--- src/rtl/uart_pkg.sv ---
// Shared constants for the uart_word_feeder slice:
// FSM encoding, word geometry and the byte picker.
package uart_pkg;

  localparam int BYTES_PER_WORD = 4;
  localparam int CLKS_PER_BIT   = 20;

  localparam logic [2:0] ST_IDLE = 3'd0;
  localparam logic [2:0] ST_LOAD = 3'd1;
  localparam logic [2:0] ST_SEND = 3'd2;
  localparam logic [2:0] ST_WAIT = 3'd3;
  localparam logic [2:0] ST_GAP  = 3'd4;

  function automatic logic [7:0] pick_byte(
    input logic [31:0] w,
    input logic [1:0]  idx,
    input logic        msb_first
  );
    logic [1:0] k;
    k = msb_first ? ~idx : idx;
    return 8'(w >> {k, 3'b000});
  endfunction

endpackage

--- src/rtl/uart_word_feeder_if.sv ---
// Word handshake plus uart_tx control bundle
// between the datapath, the feeder and uart_tx.
interface uart_word_feeder_if;

  logic [31:0] word_in;
  logic        word_valid;
  logic        word_ready;
  logic        tx_enable;
  logic [7:0]  tx_byte;
  logic        tx_done;
  logic        busy;
  logic        overflow;
  logic        tx_err;

  modport master (
    output word_in, word_valid, tx_done,
    input  word_ready, tx_enable, tx_byte,
    input  busy, overflow, tx_err
  );

  modport slave (
    input  word_in, word_valid, tx_done,
    output word_ready, tx_enable, tx_byte,
    output busy, overflow, tx_err
  );

endinterface

--- src/rtl/word_fifo.sv ---
// DEPTH x 32 word FIFO with a registered count;
// full/empty are decoded from the count register.
module word_fifo #(
  parameter int DEPTH = 4
) (
  input  logic        clock,
  input  logic        reset,
  input  logic        wr_en_i,
  input  logic [31:0] wr_data_i,
  input  logic        rd_en_i,
  output logic [31:0] rd_data_o,
  output logic        full_o,
  output logic        empty_o
);

  localparam int AW = $clog2(DEPTH);
  localparam logic [AW:0] FULL_CNT = (AW+1)'(DEPTH);

  logic [31:0]   mem_q [DEPTH];
  logic [AW-1:0] wp_q;
  logic [AW-1:0] rp_q;
  logic [AW:0]   cnt_q;
  logic          do_wr;
  logic          do_rd;

  assign full_o    = (cnt_q == FULL_CNT);
  assign empty_o   = (cnt_q == '0);
  assign do_wr     = wr_en_i && !full_o;
  assign do_rd     = rd_en_i && !empty_o;
  assign rd_data_o = mem_q[rp_q];

  always_ff @(posedge clock or posedge reset) begin
    if (reset) begin
      wp_q  <= '0;
      rp_q  <= '0;
      cnt_q <= '0;
    end else begin
      if (do_wr) wp_q <= wp_q + AW'(1);
      if (do_rd) rp_q <= rp_q + AW'(1);
      unique case ({do_wr, do_rd})
        2'b10:   cnt_q <= cnt_q + (AW+1)'(1);
        2'b01:   cnt_q <= cnt_q - (AW+1)'(1);
        default: ;
      endcase
    end
  end

  always_ff @(posedge clock) begin
    if (do_wr) mem_q[wp_q] <= wr_data_i;
  end

endmodule

--- src/rtl/uart_word_feeder.sv ---
// Buffers 32-bit words and feeds them byte by byte
// to uart_tx, pacing enable against tx_done.
module uart_word_feeder
  import uart_pkg::*;
#(
  parameter int DEPTH     = 4,
  parameter bit MSB_FIRST = 1'b0,
  parameter int TX_GAP    = 2,
  parameter int TIMEOUT   = 4095
) (
  input logic          clock,
  input logic          reset,
  uart_word_feeder_if.slave bus
);

  localparam logic [1:0]  LAST_IDX = 2'(BYTES_PER_WORD - 1);
  localparam logic [7:0]  GAP_LAST =
    8'((TX_GAP > 0) ? TX_GAP - 1 : 0);
  localparam logic [11:0] TO_LAST  = 12'(TIMEOUT - 1);

  logic        full;
  logic        empty;
  logic [31:0] rd_data;

  logic [2:0]  state_q, state_d;
  logic [31:0] word_q, word_d;
  logic [1:0]  idx_q, idx_d;
  logic [7:0]  gap_q, gap_d;
  logic [11:0] to_q, to_d;
  logic [7:0]  byte_q, byte_d;
  logic        en_q, en_d;
  logic        ovf_q, ovf_d;
  logic        err_q, err_d;
  logic        abort_q, abort_d;

  word_fifo #(.DEPTH(DEPTH)) u_fifo (
    .clock     (clock),
    .reset     (reset),
    .wr_en_i   (bus.word_valid),
    .wr_data_i (bus.word_in),
    .rd_en_i   (state_q == ST_IDLE),
    .rd_data_o (rd_data),
    .full_o    (full),
    .empty_o   (empty)
  );

  assign bus.word_ready = !full;
  assign bus.tx_enable  = en_q;
  assign bus.tx_byte    = byte_q;
  assign bus.busy       = (state_q != ST_IDLE) || !empty;
  assign bus.overflow   = ovf_q;
  assign bus.tx_err     = err_q;

  always_comb begin
    state_d = state_q;
    word_d  = word_q;
    idx_d   = idx_q;
    gap_d   = gap_q;
    to_d    = to_q;
    byte_d  = byte_q;
    en_d    = 1'b0;
    abort_d = abort_q;
    err_d   = err_q;
    ovf_d   = ovf_q | (bus.word_valid & full);
    unique case (state_q)
      ST_IDLE: begin
        if (!empty) begin
          word_d  = rd_data;
          idx_d   = '0;
          abort_d = 1'b0;
          state_d = ST_LOAD;
        end
      end
      ST_LOAD: begin
        byte_d  = pick_byte(word_q, idx_q, MSB_FIRST);
        en_d    = 1'b1;
        state_d = ST_SEND;
      end
      ST_SEND: begin
        to_d    = '0;
        state_d = ST_WAIT;
      end
      ST_WAIT: begin
        if (bus.tx_done) begin
          gap_d   = '0;
          state_d = ST_GAP;
        end else if (to_q == TO_LAST) begin
          // give up on the rest of this word
          err_d   = 1'b1;
          abort_d = 1'b1;
          gap_d   = '0;
          state_d = ST_GAP;
        end else begin
          to_d = to_q + 12'd1;
        end
      end
      ST_GAP: begin
        if (gap_q == GAP_LAST) begin
          if (idx_q != LAST_IDX && !abort_q) begin
            idx_d   = idx_q + 2'd1;
            state_d = ST_LOAD;
          end else begin
            state_d = ST_IDLE;
          end
        end else begin
          gap_d = gap_q + 8'd1;
        end
      end
      default: state_d = ST_IDLE;
    endcase
  end

  always_ff @(posedge clock or posedge reset) begin
    if (reset) begin
      state_q <= ST_IDLE;
      word_q  <= '0;
      idx_q   <= '0;
      gap_q   <= '0;
      to_q    <= '0;
      byte_q  <= '0;
      en_q    <= 1'b0;
      ovf_q   <= 1'b0;
      err_q   <= 1'b0;
      abort_q <= 1'b0;
    end else begin
      state_q <= state_d;
      word_q  <= word_d;
      idx_q   <= idx_d;
      gap_q   <= gap_d;
      to_q    <= to_d;
      byte_q  <= byte_d;
      en_q    <= en_d;
      ovf_q   <= ovf_d;
      err_q   <= err_d;
      abort_q <= abort_d;
    end
  end

endmodule

--- src/flat_wrapper.sv ---
// flat-port wrapper written by rule: the top's interface ports become plain ports
module uart_word_feeder_flat import uart_pkg::*;
#(
  parameter int DEPTH     = 4,
  parameter bit MSB_FIRST = 1'b0,
  parameter int TX_GAP    = 2,
  parameter int TIMEOUT   = 4095
)
  (clock, reset, bus_word_in, bus_word_valid, bus_tx_done, bus_word_ready, bus_tx_enable, bus_tx_byte, bus_busy, bus_overflow, bus_tx_err);
  uart_word_feeder_if bus_i ();
  input logic clock;
  input logic reset;
  input wire logic [$bits(bus_i.word_in)-1:0] bus_word_in;
  input wire logic [$bits(bus_i.word_valid)-1:0] bus_word_valid;
  input wire logic [$bits(bus_i.tx_done)-1:0] bus_tx_done;
  output wire logic [$bits(bus_i.word_ready)-1:0] bus_word_ready;
  output wire logic [$bits(bus_i.tx_enable)-1:0] bus_tx_enable;
  output wire logic [$bits(bus_i.tx_byte)-1:0] bus_tx_byte;
  output wire logic [$bits(bus_i.busy)-1:0] bus_busy;
  output wire logic [$bits(bus_i.overflow)-1:0] bus_overflow;
  output wire logic [$bits(bus_i.tx_err)-1:0] bus_tx_err;
  assign bus_i.word_in = bus_word_in;
  assign bus_i.word_valid = bus_word_valid;
  assign bus_i.tx_done = bus_tx_done;
  assign bus_word_ready = bus_i.word_ready;
  assign bus_tx_enable = bus_i.tx_enable;
  assign bus_tx_byte = bus_i.tx_byte;
  assign bus_busy = bus_i.busy;
  assign bus_overflow = bus_i.overflow;
  assign bus_tx_err = bus_i.tx_err;
  uart_word_feeder #(.DEPTH(DEPTH), .MSB_FIRST(MSB_FIRST), .TX_GAP(TX_GAP), .TIMEOUT(TIMEOUT)) u_core (.clock(clock), .reset(reset), .bus(bus_i));
endmodule
--- config.mk ---
export PLATFORM = sky130hd
export DESIGN_NAME = uart_word_feeder_flat
export DESIGN_NICKNAME = d
export VERILOG_FILES = /design/src/rtl/uart_pkg.sv /design/src/rtl/uart_word_feeder_if.sv /design/src/rtl/word_fifo.sv /design/src/rtl/uart_word_feeder.sv /design/src/flat_wrapper.sv
export SDC_FILE = /design/constraint.sdc
export NUM_CORES = 1
export LEC_CHECK = 0
export CORE_MARGIN = 2
export CORE_UTILIZATION = 40
export DETAILED_ROUTE_END_ITERATION = 8
export SLEW_MARGIN = 15
export SYNTH_ARGS = -nofsm -noshare
export SYNTH_HDL_FRONTEND = slang
export SYNTH_SLANG_ARGS = --single-unit
--- constraint.sdc ---
create_clock -name clock -period 2.45 [get_ports clock]
set_clock_uncertainty 0.2 [all_clocks]
set_input_delay 0.49 -clock clock [delete_from_list [all_inputs] [get_ports clock]]
set_output_delay 0.49 -clock clock [all_outputs]
set_load 0.02 [all_outputs]
; ---- Yosys cells after proc, flatten, opt, wreduce, memory -nomap -nowiden
; Memories as Yosys holds them, arrays and structs flattened. A register that Yosys moved wholly into a read port is not among the register bits.
; Cells that the tools add are included.
[word_totals]
register_bits = 44
mem_bits_rw = 128
in_bits = 36
output_inout_bits = 13
wordCells = 90
mem_count = 1
[classes]
add_sub_neg = 7
n_eq_ne = 18
n_shift = 1
mux = 25
bitwise = 4
n_reduce_logical = 22
[mem_list]
columns = name, words, width, rd, rd_clocked_by_memory_dff, wr, line
row1 = u_core.u_fifo.mem_q, 4, 32, 1, 1, 1, word_fifo.sv:19  ; logic [31:0] mem_q [DEPTH];
[ops]
columns = operator, count
row1 = >> shifter 32 x 5 -> 8 bit, 1
row2 = 2-to-1 mux 12 bit, 2
row3 = 2-to-1 mux 8 bit, 3
row4 = one-hot mux 12 bit (2 select lines), 1
row5 = one-hot mux 8 bit (2 select lines), 1
row6 = one-hot mux 3 bit (5 select lines), 1
row7 = adder 12 x 1 -> 12 bit (second input constant), 1
row8 = == test 12 bit (second input constant), 1
row9 = 2-to-1 mux 3 bit, 4
row10 = AND reduction 3 bit, 4
row11 = != test 2 bit (second input constant), 5
row12 = nonzero test 2 bit, 5
row13 = adder 8 x 1 -> 8 bit (second input constant), 1
row14 = == test 8 x 1 -> 1 bit (second input constant), 1
row15 = AND reduction 4 bit, 2
row16 = 2-to-1 mux 1 bit, 7
row17 = adder 2 x 1 -> 2 bit (second input constant), 3
row18 = == test 3 x 2 -> 1 bit (second input constant), 2
row19 = == test 3 bit (second input constant), 2
row20 = logical NOT 3 bit, 2
row21 = 2-to-1 mux 2 bit, 3
row22 = != test 2 x 1 -> 1 bit (second input constant), 3
row23 = one-hot mux 3 bit (2 select lines), 1
row24 = one-hot mux 2 bit (2 select lines), 1
row25 = 15 further kinds, 20

; ---- Logic depth before layout (Yosys ltp)
; Gate-level depths: netlist of run 1.
[depth]
depth_word = 5
ltp_mapped = 9
mapped_depth_nobuf = 9

; ---- Cells and area by module
; A second synthesis of run 1 with hierarchy kept.
[hier_totals]
hier_cells = 475
area_unflattened_um2 = 8483.1
[modules_own_cells]
columns = module, instances, cells_per_inst, area_each_um2, seq_area_each_um2
row1 = word_fifo, 1, 206, 5094.9, 4018.9
row2 = uart_word_feeder, 1, 269, 3388.2, 1726.7

; ---- Least setup slack after synthesis of run 1
; Ideal clock, no wire load.
[synth_timing]
path_kind = register -> register
startpoint = register u_core.state_q[1]
endpoint = register u_core.u_fifo.cnt_q[2]
setup_time_ns = 0.079
arrival_time_ns = 2.290
required_ns = 2.171
slack_ns = -0.119
stages_incl_launch_ff = 10
n_path_buf = 2
period_less_slack_ns = 2.569
path_cell_list = dfrtp_1 clkbuf_1 nor4_4 buf_2 ha_1 inv_1 fa_1 xor2_1 nor2_1 xor2_1
[synth_via]
elab_chain_len = 4
elab_cells_between_ends = 6
classes_between = 2 x eq/ne / 1 x mux / 3 x reduce/logical
[synth_rtl]
columns = item, line
row1 = from (decl), uart_word_feeder.sv:25  ; logic [2:0] state_q, state_d;
row2 = from (signal assigned), uart_word_feeder.sv:126  ; state_q <= state_d;
row3 = logical NOT 3 bit (*), uart_word_feeder.sv:41  ; .rd_en_i (state_q == ST_IDLE),
row4 = logical AND 1 bit (*), word_fifo.sv:29  ; assign do_rd = rd_en_i && !empty_o;
row5 = named net u_core.u_fifo.do_rd, word_fifo.sv:24  ; logic do_rd;
row6 = == test 2 x 1 -> 1 bit / == test 2 bit (equally long branches), word_fifo.sv:40  ; unique case ({do_wr, do_rd})
row7 = one-hot mux 3 bit (2 select lines) / nonzero test 2 bit (equally long branches), n/a
row8 = to (signal assigned), word_fifo.sv:41  ; 2'b10: cnt_q <= cnt_q + (AW+1)'(1);
row9 = to (signal assigned), word_fifo.sv:42  ; 2'b01: cnt_q <= cnt_q - (AW+1)'(1);
row10 = to (decl), word_fifo.sv:22  ; logic [AW:0] cnt_q;
; Mark *: on every way through the listed nets, which the timed path passes. The rest lies on a longest branch.
; A chain may end at the register's enable or synchronous reset.

; ---- Final worst setup path of run 1
[layout_timing]
startpoint = register u_core.u_fifo.cnt_q[0]
endpoint = output bus_busy
[layout_via]
elab_chain_len = 3
[layout_rtl]
columns = item, line
row1 = logical NOT 3 bit, word_fifo.sv:27  ; assign empty_o = (cnt_q == '0);
row2 = logical NOT 1 bit, uart_word_feeder.sv:50  ; assign bus.busy = (state_q != ST_IDLE) || !empty;
row3 = logical OR 1 bit, uart_word_feeder.sv:50
row4 = to (decl), flat_wrapper.sv:19  ; output wire logic [$bits(bus_i.busy)-1:0] bus_busy;
; Every way passes these cells.

==> impl_results.md, run 1 <==
- RSZ-0062 raised after global routing: false
- CTS Buf Count: 22
- Row count: 52
- Max rail drop VDD: 0.000629 V
- CP max stage cell: dfrtp_1
- # clock sinks: about 200
- Yosys reg bits: about 200
- Core footprint: 20,400 sq um
- Syn Std Cell Area: around 8400 sq um
- Synth top area share: 0.460
- Final worst path period need: about 2.3 ns
- Die Y-Extent: 149 um
- Clock latency on the worst-skew pair: 0.52 ns
- Antenna violations before repair: 0
- Post-DP Area: ~9300 sq um
- Dpl hpwl: ~9900 um
- Distinct cells, synth: 63
- Area leader, netlist: edfxtp_1
- Crit-path max FO: 4
- Hold_ws: around 0.17 ns
- Overflow after GRT: 0
- Vias in the first global route: roughly 4,600
- Vias: 4,387
- Sequential share of the synthesized area: 0.687
- Non-filler cells, final: 820
- PD cells: around 820 nW/um^2
- Synth Instances: between 400 and 500
- Crit path cell chain: nor3_2, buf_4, nand3b_1, buf_2
- Drt first-iter violations: ~270
- Worst path max stage delay: ~0.43 ns
- Max clock buf depth: 3
- Initial core utilization: 0.411
- Routability cong.: between 0.8 and 0.9
- Total die area: ~22,000 sq um
- Critical path class: reg2out
- Num ports: 49
- Fin area: roughly 10,000 sq um
- Reg-to-Reg End: u_core.u_fifo.cnt_q[2]$_DFFE_PP0P_
- Commonest non-fill, non-tap cells in the layout: edfxtp_1, dfrtp_1, clkdlybuf4s50_1
- Syn nets: between 500 and 600
- GR Util All Layers: 0.149
- Fin. max-slew vios: 0
- Family with the most delay on the worst path: flip-flops
- Port Buf Inserts: between 40 and 50
- R2r worst-path depth: 9
- Layout Utilization: 0.492
- Achievable Freq: approximately 0.43 GHz
- Drt wl/cell: around 19 um
- Final ANT Viol Nets: 0
- Clock transition at the registers of the reported paths: about 0.06 ns
- TritonCTS clock tree: done
- Top FF cell, synth: edfxtp_1
- First-pass GRT wire length: about 26,000 um
- Count of buffer and inverter cells on the critical path: 2
- Startpoint Class: register
- Post-synth EDFFs: ~130
- Status: complete, no violations
- Hold buffer count at cts: 0
- Layout area overhead: 19.9%
- Post-Place Cells: 780
- CP Data Arrival Time: 1.64 ns
- Commonest non-fill, non-tap cell in the layout: edfxtp_1
- R2R Path Start: u_core.u_fifo.cnt_q[0]$_DFFE_PP0P_
- Top cells by area, synth: edfxtp_1, dfrtp_1, mux4_2, mux2_2, ha_1
- Wirelength, routed: ~16,000 um
- R2r setup slk: between 0.2 and 0.25 ns
- Proportion of layout cells with a drive suffix above 1: 0.284
- Hold Violations, Final: 0
- Async S/R FF share, synth: 0.373
- Worst EP required: 1.76 ns
- Via density: 5.35
- # DRC: 0
- Largest net degree at the start of global routing: 36
- Fin crit share: 0.950
- Worst slew pin tran: approximately 0.75 ns
- Pre-antenna DRT Iters: 4
- Root Buffer Master: clkbuf_16
- Die width: roughly 150 um
- Crit end category: output port
- HP Class: in2async
- Final setup TNS: 0 ns
- Final setup violation count: 0
- Max_cap viols: 0
- Final nets: 581
- Slew HR: 0.491
- Synth Warn #: 0
- Static Leakage: 3.71 nW
- Ant. Diodes: 0
- # H-tree levels: 1
- Avg Inst Size Synth: about 18 sq um
[registers in the layout, summed over array words and instances, names as in the netlist]
signal and cells:
u_core.u_fifo.rp_q 2, u_core.bus.tx_err 1, u_core.state_q 3, u_core.u_fifo.wp_q 2
u_core.to_q 12, u_core.gap_q 8, u_core.abort_q 1, u_core.bus.tx_byte 8
u_core.word_q 32, u_core.u_fifo.cnt_q 3, u_core.idx_q 2, u_core.bus.overflow 1
u_core.u_fifo.mem_q 128, u_core.bus.tx_enable 1
[what timing repair did]
| item | in CTS | in global routing |
|---|---|---|
| gates cloned | 0 | 0 |
| setup buffers | 0 | 0 |
| resized for setup | 5 | 2 |
| endpoints found under the setup margin | 2 | 1 |
[area by class of cell]
class | count | area (sq um)
Fill cell | 1665 | 10300
Sequential cell | 204 | 5750
Multi-Input combinational cell | 225 | 2490
Timing Repair Buffer | 66 | 709
Clock buffer | 29 | 607
Tap cell | 270 | 338
Clock inverter | 11 | 73.8
Inverter | 15 | 60.1
[layer usage]
layer	vias up	wire (um)	global-route usage	part of all wire
met1	2278	6880	0.196	0.43
li1	1982	-	-	-
met5	-	0	0	0
met3	36	628	0.0298	0.040
met4	0	362	0.0390	0.023
met2	91	7970	0.256	0.50
[metrics by stage]
step	total power, mW	setup WS [ns]
global placement	5.22	0.101
floorplan	4.82	0.0131
global route	8.60	0.0273
CTS	8.37	0.0820
detailed placement	5.28	0.0418
finish	8.26	0.122
[report_power, final]
group          switching, mW  leakage [nW]  internal, mW
registers              0.133          2.16          4.19
logic                  0.511          1.21         0.356
clock network           1.32         0.332          1.75
total                   1.96          3.71          6.30
[cell families after synthesis]
| family | after synthesis | synth area share |
|---|---|---|
| flip-flops | 204 | 0.687 |
| multiplexers | 87 | 0.170 |
| AND/OR/NAND/NOR | 75 | 0.0542 |
| AO/OA/AOI/OAI | 46 | 0.0477 |
| buffers and inverters | 33 | 0.0169 |
| adder cells (fa/ha/maj) | 11 | 0.0174 |
| XOR/XNOR | 6 | 0.00629 |
[how the worst max path moves through the flow]
stage | startpoint | end | slack [ns] | cells after the start
floorplan | u_core.state_q[1]$_DFFE_PP0P_ | u_core.u_fifo.cnt_q[2]$_DFFE_PP0P_ | 0.01 | 9
global placement | bus_word_valid | u_core.u_fifo.cnt_q[2]$_DFFE_PP0P_ | 0.10 | 8
detailed placement | bus_word_valid | u_core.u_fifo.cnt_q[2]$_DFFE_PP0P_ | 0.04 | 8
CTS | u_core.u_fifo.cnt_q[0]$_DFFE_PP0P_ | bus_busy | 0.08 | 4
global route | u_core.u_fifo.cnt_q[0]$_DFFE_PP0P_ | bus_busy | 0.03 | 4
finish | u_core.u_fifo.cnt_q[0]$_DFFE_PP0P_ | bus_busy | 0.12 | 4
[Yosys cell counts, types with 3 or more instances]
cell,number
o211ai_1,3
o21ai_0,7
buf_2,8
inv_1,15
mux4_2,40
mux2_2,42
nand3_1,9
ha_1,10
xor2_1,3
xnor2_1,3
dfrtp_1,76
nor3_1,3
a31oi_1,3
edfxtp_1,128
mux2i_1,5
and3_1,7
nor2_1,7
nand2_1,20
o31ai_1,7
clkbuf_1,8
nand4_1,4
No activity file was read; power rests on OpenSTA's default activity.
==> run 2: changes to the inputs <==
Settings changed: RECOVER_POWER from default to 100.
==> run 2 against run 1 <==
Effect of this change: first-iteration DRC count down 15%; clock power barely moved; die area unchanged; via count about the same; largest cell class unchanged; wire length is 0.13% lower; flip-flop and latch count unchanged; sequential power about the same; critical endpoint unchanged; core utilization is 0.63 points lower; maximum frequency grew 0.39%; critical path depth is the same; sequential share of layout area up 0.75 points; design area decreased by 1.3%.
==> impl_results.md, run 2 (synthesis results as in run 1) <==
- # DRC: 0 (unchanged)
- PD cells: 827 nW/um^2 (+0.39%)
- Fin crit share: 0.946 (-0.00367)
- Commonest non-fill, non-tap cells in the layout: edfxtp_1, dfrtp_1, dlygate4sd3_1
- Core footprint: 20,400 sq um (unchanged)
- Vias: 4,391 (+0.091%)
- Via density: 5.35 (about the same)
- Routability cong.: 0.804 (unchanged)
- Final setup violation count: 0 (unchanged)
- CP Data Arrival Time: 1.63 ns (about the same)
- Post-DP Area: 9340 sq um (unchanged)
- Antenna violations before repair: 1 (+1)
- CTS Buf Count: 22 (unchanged)
- Sequential Area: 5750 sq um (unchanged)
- Row count: 52 (unchanged)
- Reg-to-Reg End: u_core.u_fifo.mem_q[2][23]$_DFFE_PP_
- Max clock buf depth: 3 (unchanged)
- Achievable Freq: 0.431 GHz (+0.39%)
- # H-tree levels: 1 (unchanged)
- Initial core utilization: 0.411 (unchanged)
- HP Class: reg2reg
- Root Buffer Master: clkbuf_16
- Multi-input logic area: 2460 sq um (-1.1%)
- Hold buffer count at cts: 0 (unchanged)
- Max reg flops: 128 (unchanged)
- Die width: 149 um (unchanged)
- Static Leakage: 3.71 nW (+0.14%)
- Num ports: 49 (unchanged)
- Vias in the first global route: 4,623 (unchanged)
- Drt first-iter violations: 228 (-15%)
- Drt wl/cell: 19.3 um (-0.25%)
- Slew HR: 0.299 (-0.192)
- Crit-path max FO: 4 (unchanged)
- Final setup TNS: 0 ns (unchanged)
- R2r worst-path depth: 4 (-5)
- Hold Violations, Final: 0 (unchanged)
- Wirelength, routed: 15,800 um (-0.13%)
- Commonest non-fill, non-tap cell in the layout: edfxtp_1
- Clock transition at the registers of the reported paths: 0.06 ns (about the same)
- Worst slew pin tran: 1.05 ns (+0.296 ns)
- Final nets: 581 (unchanged)
- Proportion of layout cells with a drive suffix above 1: 0.273 (-0.0109)
- RSZ-0062 raised after global routing: false
- CP startpoint: u_core.u_fifo.cnt_q[0]$_DFFE_PP0P_
- Overflow after GRT: 0 (unchanged)
- R2R Path Start: u_core.u_fifo.cnt_q[0]$_DFFE_PP0P_
- Clock latency on the worst-skew pair: 0.52 ns (about the same)
- Die Y-Extent: 149 um (unchanged)
- Worst hold start: u_core.bus.tx_err$_DFFE_PP0P_
- TritonCTS clock tree: done
- Worst EP required: 1.76 ns (about the same)
- Largest net degree at the start of global routing: 36 (unchanged)
- Fin. max-slew vios: 0 (unchanged)
- First-pass GRT wire length: 25,600 um (unchanged)
- Max rail drop VDD: 0.000629 V (about the same)
- Status: complete, no violations
- Fill cells: 1,683 (+1.1%)
- R2r setup slk: 0.19 ns (-0.03 ns)
- Fin area: 9890 sq um (-1.3%)
- Setup Buffers After CTS: 0 (unchanged)
- Startpoint Class: register
- Pre-antenna DRT Iters: 4 (unchanged)
- Crit end category: output port
- GR Util All Layers: 0.149 (unchanged)
- Min-Delay Path Depth: 1
- # clock sinks: 204 (unchanged)
- Dpl hpwl: 9910 um (unchanged)
- Top Registers: u_core.u_fifo.mem_q: 128 flops, u_core.word_q: 32 flops, u_core.to_q: 12 flops
- Largest reg by FF count: u_core.u_fifo.mem_q
- Total die area: 22,100 sq um (unchanged)
- Critical path class: reg2out
- Final ANT Viol Nets: 0 (unchanged)
- Max_cap viols: 0 (unchanged)
- Port Buf Inserts: 48 (unchanged)
- Final worst path period need: 2.32 ns (-0.00900 ns)
- Layout area overhead: 18.3%
- Worst Hold End: u_core.bus.tx_err$_DFFE_PP0P_
==> run 2: cell count changes in the layout (fill, tap and decap cells not counted), moves of 3 or more <==
cell	delta
clkdlybuf4s50_1	-45
dlygate4sd3_1	+45
buf_12	-6
clkbuf_2	+6
buf_4	-3
clkbuf_1	+3
==> run 2: through the flow <==
stage	worst slack [ns]	std cells	util	hold slack, ns	total power, mW
after floorplan	0.0131	462	-	0.275	4.82
after global placement	0.101	780	0.459	0.256	5.22
after detailed placement	0.0418	780	0.459	0.257	5.28
after CTS	0.0820	820	0.492	0.173	8.37
after global routing	0.0255	820	0.486	0.312	8.52
final	0.131	821	0.486	0.257	8.19
==> run 2: worst max path at each step <==
| stage | end | slack (ns) | cells after the start |
|---|---|---|---|
| after detailed placement | u_core.u_fifo.cnt_q[2]$_DFFE_PP0P_ | 0.04 | 8 |
| final | bus_busy | 0.13 | 4 |
| after floorplan | u_core.u_fifo.cnt_q[2]$_DFFE_PP0P_ | 0.01 | 9 |
| after global routing | bus_busy | 0.03 | 4 |
| after global placement | u_core.u_fifo.cnt_q[2]$_DFFE_PP0P_ | 0.10 | 8 |
| after CTS | bus_busy | 0.08 | 4 |
==> run 2: power breakdown <==
group	internal (mW)	leakage, nW	switching, mW
clock	1.75	0.332	1.32
combinational	0.274	1.22	0.499
sequential	4.21	2.16	0.134
total	6.23	3.71	1.95
==> run 2: what timing repair did <==
| item | in CTS | in global routing |
|---|---|---|
| endpoints found under the hold margin | 0 | 0 |
| setup endpoints to repair | 2 | 1 |
| gates resized for setup | 5 | 2 |
==> run 2: layer usage <==
layer  vias up  GRT usage  wire length, um
met3        32     0.0298              639
met2        92      0.256             8000
met1      2283      0.196             6830
met5         -          0                0
met4         0     0.0390              351
li1       1984          -                -
==> run 2: worst max-delay path, cell delays in order, from the launching register on <==
cell and delay, ns:
dfrtp_1 0.43, nor3_2 0.22, buf_4 0.15, nand3b_1 0.14, clkbuf_2 0.20
==> run 2: cell type report <==
class / count / area share
sequential: 204 / 0.581
multi-input combinational: 225 / 0.249
timing repair buffer: 66 / 0.0615
clock buffer: 29 / 0.0613
tap: 270 / 0.0342
clock inverter: 11 / 0.00746
inverter: 15 / 0.00582
antenna: 1 / 0.000253
==> run 3: changes to the inputs <==
Settings changed: ABC_CLOCK_PERIOD_IN_PS from default to 2450.
==> results of run 3 <==
The final DEF is identical to that of run 2; final timing and power are the same.
